===== src/rtl/mips_mc_ctrl_fsm.sv =====
// Multi-cycle MIPS control unit: sequences each instruction through fetch, decode,
// execute, memory and write-back, with memory handshake, watchdog, trap and retire counter.
package mips_mc_ctrl_pkg;

  typedef enum logic [2:0] {
    ALU_AND = 3'b000,
    ALU_OR  = 3'b001,
    ALU_ADD = 3'b010,
    ALU_SUB = 3'b110,
    ALU_SLT = 3'b111
  } ALU_ctrl_e;

  typedef struct packed {
    logic       mem_req;
    logic       iord;
    logic       mem_write;
    logic [1:0] pc_src;
    logic       alu_src_a;
    logic [2:0] alu_src_b;
    ALU_ctrl_e  alu_control;
    logic       reg_dst;
    logic       mem_to_reg;
    logic       reg_write;
  } ctrl_t;

endpackage

module mips_mc_ctrl_fsm
  import mips_mc_ctrl_pkg::*;
#(
  parameter int TIMEOUT_CYCLES = 0,
  parameter int CNT_WIDTH      = 32
) (
  input  logic                 clk,
  input  logic                 rst_n,
  input  logic [5:0]           op,
  input  logic [5:0]           funct,
  input  logic                 zero,
  input  logic                 mem_ready,
  output logic                 mem_req,
  output logic                 IorD,
  output logic                 MemWrite,
  output logic                 IRWrite,
  output logic                 en_pc,
  output logic [1:0]           PCSrc,
  output logic                 ALUSrcA,
  output logic [2:0]           ALUSrcB,
  output ALU_ctrl_e            ALUControl,
  output logic                 RegDst,
  output logic                 MemtoReg,
  output logic                 RegWrite,
  output logic                 instr_retired,
  output logic [CNT_WIDTH-1:0] retired_count,
  output logic                 error,
  output logic [1:0]           err_code
);

  localparam logic [5:0] OP_RTYPE = 6'b000000;
  localparam logic [5:0] OP_LW    = 6'b100011;
  localparam logic [5:0] OP_SW    = 6'b101011;
  localparam logic [5:0] OP_ADDI  = 6'b001000;
  localparam logic [5:0] OP_ANDI  = 6'b001100;
  localparam logic [5:0] OP_ORI   = 6'b001101;
  localparam logic [5:0] OP_BEQ   = 6'b000100;
  localparam logic [5:0] OP_BNE   = 6'b000101;
  localparam logic [5:0] OP_J     = 6'b000010;
  localparam logic [5:0] F_ADD    = 6'b100000;
  localparam logic [5:0] F_SUB    = 6'b100010;
  localparam logic [5:0] F_AND    = 6'b100100;
  localparam logic [5:0] F_OR     = 6'b100101;
  localparam logic [5:0] F_SLT    = 6'b101010;

  localparam logic [1:0] ERR_NONE    = 2'b00;
  localparam logic [1:0] ERR_ILLEGAL = 2'b01;
  localparam logic [1:0] ERR_TIMEOUT = 2'b10;

  // wait_cnt never needs to hold more than TIMEOUT_CYCLES-1
  localparam int WAIT_W = (TIMEOUT_CYCLES > 1) ? $clog2(TIMEOUT_CYCLES) : 1;

  typedef enum logic [3:0] {
    IDLE   = 4'd0,
    FETCH  = 4'd1,
    DECODE = 4'd2,
    MEMADR = 4'd3,
    MEMRD  = 4'd4,
    MEMWB  = 4'd5,
    MEMWR  = 4'd6,
    EXEC   = 4'd7,
    EXECI  = 4'd8,
    ALUWB  = 4'd9,
    BRANCH = 4'd10,
    JUMP   = 4'd11,
    ERROR  = 4'd12
  } state_e;

  function automatic logic legal_funct(input logic [5:0] f);
    return (f == F_ADD) || (f == F_SUB) || (f == F_AND) || (f == F_OR) || (f == F_SLT);
  endfunction

  function automatic ALU_ctrl_e alu_from_funct(input logic [5:0] f);
    case (f)
      F_SUB:   return ALU_SUB;
      F_AND:   return ALU_AND;
      F_OR:    return ALU_OR;
      F_SLT:   return ALU_SLT;
      default: return ALU_ADD;
    endcase
  endfunction

  // Control word for a state; anything a state does not drive stays 0
  function automatic ctrl_t decode_ctrl(input state_e st, input logic [5:0] op_i,
                                        input logic [5:0] funct_i);
    ctrl_t c;
    c = '0;
    case (st)
      FETCH:  begin c.mem_req = 1'b1; c.alu_src_b = 3'b001; c.alu_control = ALU_ADD; end
      DECODE: begin c.alu_src_b = 3'b100; c.alu_control = ALU_ADD; end
      MEMADR: begin c.alu_src_a = 1'b1; c.alu_src_b = 3'b010; c.alu_control = ALU_ADD; end
      MEMRD:  begin c.mem_req = 1'b1; c.iord = 1'b1; end
      MEMWB:  begin c.mem_to_reg = 1'b1; c.reg_write = 1'b1; end
      MEMWR:  begin c.mem_req = 1'b1; c.mem_write = 1'b1; c.iord = 1'b1; end
      EXEC:   begin c.alu_src_a = 1'b1; c.alu_control = alu_from_funct(funct_i); end
      EXECI: begin
        c.alu_src_a = 1'b1;
        case (op_i)
          OP_ANDI: begin c.alu_src_b = 3'b011; c.alu_control = ALU_AND; end
          OP_ORI:  begin c.alu_src_b = 3'b011; c.alu_control = ALU_OR;  end
          default: begin c.alu_src_b = 3'b010; c.alu_control = ALU_ADD; end
        endcase
      end
      ALUWB:  begin c.reg_dst = (op_i == OP_RTYPE); c.reg_write = 1'b1; end
      BRANCH: begin c.alu_src_a = 1'b1; c.alu_control = ALU_SUB; c.pc_src = 2'b01; end
      JUMP:   begin c.pc_src = 2'b10; end
      default: c = '0;
    endcase
    return c;
  endfunction

  state_e                 state_r;
  state_e                 next_state_s;
  ctrl_t                  ctrl_r;
  logic                   bne_r;
  logic [WAIT_W-1:0]      wait_cnt_r;
  logic [CNT_WIDTH-1:0]   retired_count_r;
  logic                   error_r;
  logic [1:0]             err_code_r;
  logic [1:0]             err_next_s;
  logic                   wait_state_s;
  logic                   timeout_s;
  logic                   retire_s;

  // Watchdog expiry and retire strobe
  always_comb begin
    wait_state_s = (state_r == FETCH) || (state_r == MEMRD) || (state_r == MEMWR);
    timeout_s    = (TIMEOUT_CYCLES > 0) && wait_state_s && !mem_ready &&
                   (wait_cnt_r == WAIT_W'(TIMEOUT_CYCLES - 1));
    retire_s     = (state_r == MEMWB) || (state_r == ALUWB) || (state_r == BRANCH) ||
                   (state_r == JUMP) || ((state_r == MEMWR) && mem_ready);
  end

  // Next-state and trap-cause selection
  always_comb begin
    next_state_s = state_r;
    err_next_s   = ERR_NONE;
    case (state_r)
      IDLE:   next_state_s = FETCH;
      FETCH, MEMRD, MEMWR: begin
        if (mem_ready) begin
          next_state_s = (state_r == FETCH) ? DECODE : ((state_r == MEMRD) ? MEMWB : FETCH);
        end else if (timeout_s) begin
          next_state_s = ERROR;
          err_next_s   = ERR_TIMEOUT;
        end else begin
          next_state_s = state_r;
        end
      end
      DECODE: begin
        if ((op == OP_LW) || (op == OP_SW)) begin
          next_state_s = MEMADR;
        end else if ((op == OP_RTYPE) && legal_funct(funct)) begin
          next_state_s = EXEC;
        end else if ((op == OP_ADDI) || (op == OP_ANDI) || (op == OP_ORI)) begin
          next_state_s = EXECI;
        end else if ((op == OP_BEQ) || (op == OP_BNE)) begin
          next_state_s = BRANCH;
        end else if (op == OP_J) begin
          next_state_s = JUMP;
        end else begin
          next_state_s = ERROR;
          err_next_s   = ERR_ILLEGAL;
        end
      end
      MEMADR: next_state_s = (op == OP_LW) ? MEMRD : MEMWR;
      EXEC, EXECI: next_state_s = ALUWB;
      MEMWB, ALUWB, BRANCH, JUMP: next_state_s = FETCH;
      ERROR:  next_state_s = ERROR;
      default: next_state_s = IDLE;
    endcase
  end

  // State, control word registered from the next state, watchdog, retire count, sticky error
  always_ff @(posedge clk or negedge rst_n) begin
    if (!rst_n) begin
      state_r         <= IDLE;
      ctrl_r          <= '0;
      bne_r           <= 1'b0;
      wait_cnt_r      <= '0;
      retired_count_r <= '0;
      error_r         <= 1'b0;
      err_code_r      <= ERR_NONE;
    end else begin
      state_r <= next_state_s;
      ctrl_r  <= decode_ctrl(next_state_s, op, funct);
      bne_r   <= (op == OP_BNE);
      if ((TIMEOUT_CYCLES == 0) || mem_ready || (next_state_s != state_r)) begin
        wait_cnt_r <= '0;
      end else if (wait_state_s) begin
        wait_cnt_r <= wait_cnt_r + WAIT_W'(1);
      end else begin
        wait_cnt_r <= wait_cnt_r;
      end
      if (retire_s) begin
        retired_count_r <= retired_count_r + CNT_WIDTH'(1);
      end
      if ((next_state_s == ERROR) && (state_r != ERROR)) begin
        error_r    <= 1'b1;
        err_code_r <= err_next_s;
      end
    end
  end

  assign mem_req       = ctrl_r.mem_req;
  assign IorD          = ctrl_r.iord;
  assign MemWrite      = ctrl_r.mem_write;
  assign PCSrc         = ctrl_r.pc_src;
  assign ALUSrcA       = ctrl_r.alu_src_a;
  assign ALUSrcB       = ctrl_r.alu_src_b;
  assign ALUControl    = ctrl_r.alu_control;
  assign RegDst        = ctrl_r.reg_dst;
  assign MemtoReg      = ctrl_r.mem_to_reg;
  assign RegWrite      = ctrl_r.reg_write;
  // Strobes that must react to the handshake or the branch condition in the same cycle
  assign IRWrite       = (state_r == FETCH) && mem_ready;
  assign en_pc         = ((state_r == FETCH) && mem_ready) ||
                         ((state_r == BRANCH) && (zero ^ bne_r)) || (state_r == JUMP);
  assign instr_retired = retire_s;
  assign retired_count = retired_count_r;
  assign error         = error_r;
  assign err_code      = err_code_r;

endmodule

===== config.mk =====
export PLATFORM = sky130hd
export DESIGN_NAME = mips_mc_ctrl_fsm
export DESIGN_NICKNAME = d
export VERILOG_FILES = /design/src/rtl/mips_mc_ctrl_fsm.sv
export SDC_FILE = /design/constraint.sdc
export NUM_CORES = 1
export LEC_CHECK = 0
export CAP_MARGIN = 20
export CELL_PAD_IN_SITES_DETAIL_PLACEMENT = 1
export CELL_PAD_IN_SITES_GLOBAL_PLACEMENT = 1
export CORE_ASPECT_RATIO = 1.5
export CORE_MARGIN = 3
export CORE_UTILIZATION = 37
export CTS_CLUSTER_DIAMETER = 30
export DETAILED_ROUTE_END_ITERATION = 8
export HOLD_SLACK_MARGIN = 0.08
export PLACE_DENSITY = 0.77
export SYNTH_ARGS = -nofsm -noshare
export SYNTH_HDL_FRONTEND = slang
export SYNTH_SLANG_ARGS = --single-unit

===== constraint.sdc =====
create_clock -name clk -period 2.21 [get_ports clk]
set_clock_uncertainty 0.15 [all_clocks]
set_input_delay 0.5525 -clock clk [delete_from_list [all_inputs] [get_ports clk]]
set_output_delay 0.5525 -clock clk [all_outputs]
set_load 0.02 [all_outputs]

# Yosys cells after proc, flatten, opt, wreduce, memory -nomap -nowiden

Cells that the tools add are included.
W data, S select, Z words.

Bits in registers: 55
Bits of input ports: 16
Output and inout port bits: 53

Add/sub/neg operators: 1
Eq/ne operators: 38
Multiplexer cells: 28
Bitwise operators: 1
Reduce and logical (&&, ||, !) cells: 29

Operators by type and width:

| kind                    | count |
|---|---|
| $eq A6 B6 Y1 const B    | 7 |
| $eq A4 B4 Y1 const B    | 10 |
| $pmux W3 S4             | 3 |
| $add A32 B1 Y32 const B | 1 |
| $eq A4 B3 Y1 const B    | 8 |
| $pmux W4 S6             | 1 |
| $eq A6 B4 Y1 const B    | 3 |
| $eq A4 B2 Y1 const B    | 4 |
| $mux W3                 | 5 |
| $logic_or A1 B1 Y1      | 14 |
| $mux W1                 | 13 |
| $eq A6 B3 Y1 const B    | 2 |
| $mux W4                 | 3 |
| $reduce_or A3 Y1        | 3 |
| $eq A4 B1 Y1 const B    | 2 |
| $pmux W4 S2             | 1 |
| $eq A6 B2 Y1 const B    | 1 |
| $logic_not A6 Y1        | 1 |
| $reduce_or A2 Y1        | 3 |
| $logic_and A1 B1 Y1     | 5 |
| $reduce_or A5 Y1        | 1 |
| $logic_not A4 Y1        | 1 |
| $ne A4 B4 Y1 const B    | 1 |
| $pmux W2 S2             | 1 |
| other kinds (3)         | 3 |

# Longest topological paths before layout

Depth in word-level cells: 12
Gate-level depth with buffers: 8
Depth with buffers taken out: 7

# Worst setup path before layout

OpenSTA, ideal clock, no wires.

Kind: input to register
Start point: input op[3]
End point: register ctrl_r, in the netlist ALUControl[1]
Arrival: 2.050 ns
Slack: -0.108 ns
Stages on the path: 8
Path buffers: 1
Path through: buf_6 > nor4_2 > nor3b_2 > nand2_2 > a221oi_4 > inv_4 > a211o_1 > a21o_1

Elaborated cells on any way between the ends: 30

RTL lines:

| element                                             | line | RTL |
|---|---|---|
| start: declaration                                  | 36   | `input logic [5:0] op,` |
| $logic_not A6 Y1                                    | 180  | `end else if ((op == OP_RTYPE) && legal_funct(funct)) begin` |
| $logic_and A1 B1 Y1                                 | 180  |  |
| $mux W4                                             | 180  |  |
| $mux W4 *                                           | 178  | `if ((op == OP_LW) \|\| (op == OP_SW)) begin` |
| $pmux W4 S6 *                                       | 165  | `case (state_r)` |
| via next_state_s[3]                                 | 140  | `state_e next_state_s;` |
| $eq A4 B1 Y1 / $eq A4 B2 Y1 (equally long branches) | 115  | `case (st)` |
| $reduce_or A3 Y1 (no source line)                   | n/a  |  |
| $pmux W3 S4 *                                       | 115  |  |
| end signal: assignment                              | 213  | `ctrl_r <= decode_ctrl(next_state_s, op, funct);` |
| end: declaration                                    | 141  | `ctrl_t ctrl_r;` |

The timed path passes the listed nets; every way through them passes the cells marked *.
A chain may end at the register's enable or synchronous reset.

# Worst setup path after layout

Start point: input funct[1]
End point: register ctrl_r, in the netlist ALUControl[1]

Cells in the longest elaborated chain, start to end: 12
Elaborated cells on any way between the ends: 22

Ends and longest elaborated chain:

| element                                             | line | RTL |
|---|---|---|
| start: declaration                                  | 37   | `input logic [5:0] funct,` |
| $eq A6 B6 Y1                                        | 97   | `return (f == F_ADD) \|\| (f == F_SUB) \|\| (f == F_AND) \|\| (f == F_OR) \|\| (f == F_SLT);` |
| $logic_or A1 B1 Y1 (3 in a row)                     | 97   |  |
| $logic_or A1 B1 Y1 *                                | 97   |  |
| $logic_and A1 B1 Y1 *                               | 180  |  |
| $mux W4 *                                           | 180  |  |
| $mux W4 *                                           | 178  |  |
| $pmux W4 S6 *                                       | 165  |  |
| via next_state_s[1]                                 | 140  |  |
| $eq A4 B1 Y1 / $eq A4 B2 Y1 (equally long branches) | 115  |  |
| $reduce_or A3 Y1 (no source line)                   | n/a  |  |
| $pmux W3 S4 *                                       | 115  |  |

Marked as above.

==> metrics.cfg <==
[status]
status = complete, no violations

[clock_tree]
cts.clk_slew.worst_paths_ns = 0.10
cts_tree = done
cts_buffer_depth = 2
cts-root-buf = clkbuf_8
clkLatencyLatePin_ns = 0.31
cts_buffers = 5
htree_num_levels = 2
cts_sinks = 54

[timing]
setup_viol_count_final = 0
max_freq_mhz = 463
slew_viol_final = 0
rsz0062_at_grt = true
fin_crit_sh_pct = 97.8
timing.final.ws_setup_ns = 0.0490
final_hold_viol_count = 0
layout_min_cycle_time_ns = 2.16

[die]
dieArea_um2 = 8210
ioPinCount = 69
initial_utilization_pct = 38.3
rows = 37
die_w_um = 75.0
core-area_um2 = 6900
fp.dieH_um = 109

[placed_design]
dp_slack_ns = -0.682
portBuffers = 67
gp_congestion = 0.747
placed_cells = 443
dp_hpwl_um = 5500

[routing]
first_iter_violations = 65
wl_per_cell_um = 16.7
postRouteAntennaNets = 0
routed_wl_um = 7710
drc = 0
dr.pass1.iters = 4
viasPerCell = 5.25
vias = 2420

[cells_and_area]
num_antenna_cells = 0
drive_gt1_share_pct = 32.9
fillCellCount = 782
instances_no_fill = 461
area_growth_pct = 56.2
nNetsFinal = 399

[setup_path]
start_kind = primary input
path_class = in2reg
end_kind = flip-flop
cp.arrival_ns = 2.22
cp_max_fo = 3
cp.required_ns = 2.27

[global_routing]
grt_max_degree = 55
grtUsageTotal_pct = 19.8
first_global_vias = 2642
globalRouteOverflowTotal = 0
antenna_found_initial = 0
grt_pass1_wl_um = 12600

[pwr]
vdd_drop_max_mv = 0.486
p_leak_nw = 1.81
power_density_nw_per_um2 = 885

[synthesis]
synth_seq_cells = 54
avgSynthCellArea_um2 = 10.7
synth.distinct_cells = 55
synth_cells = 248
yosysWarnings = 0
synthesis.area_um2 = 2640
synth_edf_count = 0
syn-num-nets = 265
async_flop_share_pct = 100
synth-main-ff-cell = dfrtp_1
ys_seq_area_share_pct = 51.2

[run]
maxCapViolCount = 0

[min_path]
hp-class = reg2reg

[cells by family after synthesis]
kind of cell             count (synthesis)  share of synthesized area (%)
XOR/XNOR                                32                           10.6
other                                    1                          0.142
adder cells (fa/ha/maj)                  1                          0.474
AND/OR/NAND/NOR                        108                           23.6
multiplexers                             1                          0.426
AO/OA/AOI/OAI                           38                           10.8
buffers and inverters                   13                           2.75
flip-flops                              54                           51.2
[cells in the mapped netlist, types with 3 or more instances]
master | count | area, um2
a21oi_1 | 8 | 40.0
xor2_1 | 12 | 105
o21bai_1 | 3 | 22.5
buf_4 | 3 | 22.5
o21ai_0 | 4 | 20.0
xnor2_1 | 20 | 175
nor2b_1 | 6 | 37.5
inv_1 | 3 | 11.3
nand2b_1 | 5 | 31.3
nand4_1 | 10 | 62.6
and3_1 | 9 | 56.3
nor2_1 | 14 | 52.6
nor3b_1 | 5 | 37.5
dfrtp_1 | 54 | 1350
nand2_1 | 17 | 63.8
nand3_1 | 13 | 65.1
nor3_1 | 8 | 40.0
[per-layer routing]
metal	track usage (%)	vias to the layer above	routed length (um)
li1	-	1141	-
met1	21.9	1221	2920
met2	38.0	52	4470
met3	3.29	6	239
met4	4.96	0	81
met5	0	-	0
[state kept, by name (all words and copies together) (netlist names)]
name           cells
retired_count     32
state_r            4
ALUControl         3
ALUSrcB            3
PCSrc              2
ALUSrcA            1
IorD               1
MemWrite           1
MemtoReg           1
RegDst             1
RegWrite           1
bne_r              1
err_code           1
error              1
mem_req            1
[final timing paths]
path | end | slack (ns) | cells after the start | startpoint
worst max-delay path | ALUControl[1] | 0.05 | 9 | funct[1]
worst min-delay path | retired_count[31] | 0.34 | 1 | retired_count[31]
worst max register to register | ALUControl[0] | 0.07 | 8 | state_r[3]
worst min register to register | retired_count[31] | 0.34 | 1 | retired_count[31]
max in group asynchronous | state_r[2] | 1.03 | 3 | rst_n
min in group asynchronous | retired_count[6] | 0.61 | 3 | rst_n
[power by group]
group | leakage, nW | total (mW) | switching [mW] | internal (mW)
Clock | 0.0544 | 0.616 | 0.328 | 0.288
Sequential | 0.687 | 1.30 | 0.148 | 1.15
Combinational | 1.07 | 1.73 | 0.859 | 0.873
[stage by stage]
stage	hold slack [ns]	utilization, %	TNS [ns]	power [mW]	cell area, um2
after floorplan	0.107	-	-0.0422	2.04	2640
after global placement	0.311	55.1	-16.25	2.85	3800
after detailed placement	0.323	55.1	-18.52	2.90	3800
after CTS	0.342	58.6	0	3.58	4040
after global routing	0.350	59.8	-0.0707	3.88	4130
final	0.335	59.8	0	3.65	4130
[final cells by class]
class | count | area, um2 | area share (%)
Multi-Input combinational cell | 181 | 1370 | 33.1
Sequential cell | 54 | 1360 | 32.9
Timing Repair Buffer | 135 | 1180 | 28.5
Tap cell | 78 | 97.6 | 2.37
Clock buffer | 7 | 96.3 | 2.34
Inverter | 5 | 21.3 | 0.516
Clock inverter | 1 | 8.76 | 0.212
[repair_timing]
| item | 4_1_cts | 5_1_grt |
|---|---|---|
| hold endpoints to repair | 10 | 0 |
| hold buffers | 1 | 0 |
| setup endpoints to repair | 23 | 14 |
| cloned | 0 | 0 |
| buffers inserted | 5 | 5 |
| resized for setup | 62 | 22 |
| pin swaps | 17 | 6 |
[cell usage in the layout (no fill, tap or decap), types with 4 or more instances in the layout]
master           count
dfrtp_2              5
buf_4               60
xor2_1              12
buf_6                7
clkbuf_8             7
nand4_1             10
nor3_1               7
dfrtp_1             49
nand3_1             13
a21oi_1              6
nor3b_1              4
nor2_1              13
nand2_1             16
dlygate4sd2_1       10
and3_1               9
nand2b_1             5
clkdlybuf4s50_1     49
xnor2_1             20
[critical path: stages]
cell and delay [ns]:
dlygate4sd2_1 0.26, nor2b_1 0.14, o221a_4 0.22, buf_4 0.14, a21boi_4 0.16, o211ai_1 0.15
buf_4 0.17, a211o_1 0.23, a21o_1 0.18
No activity file was read; power rests on OpenSTA's default activity.
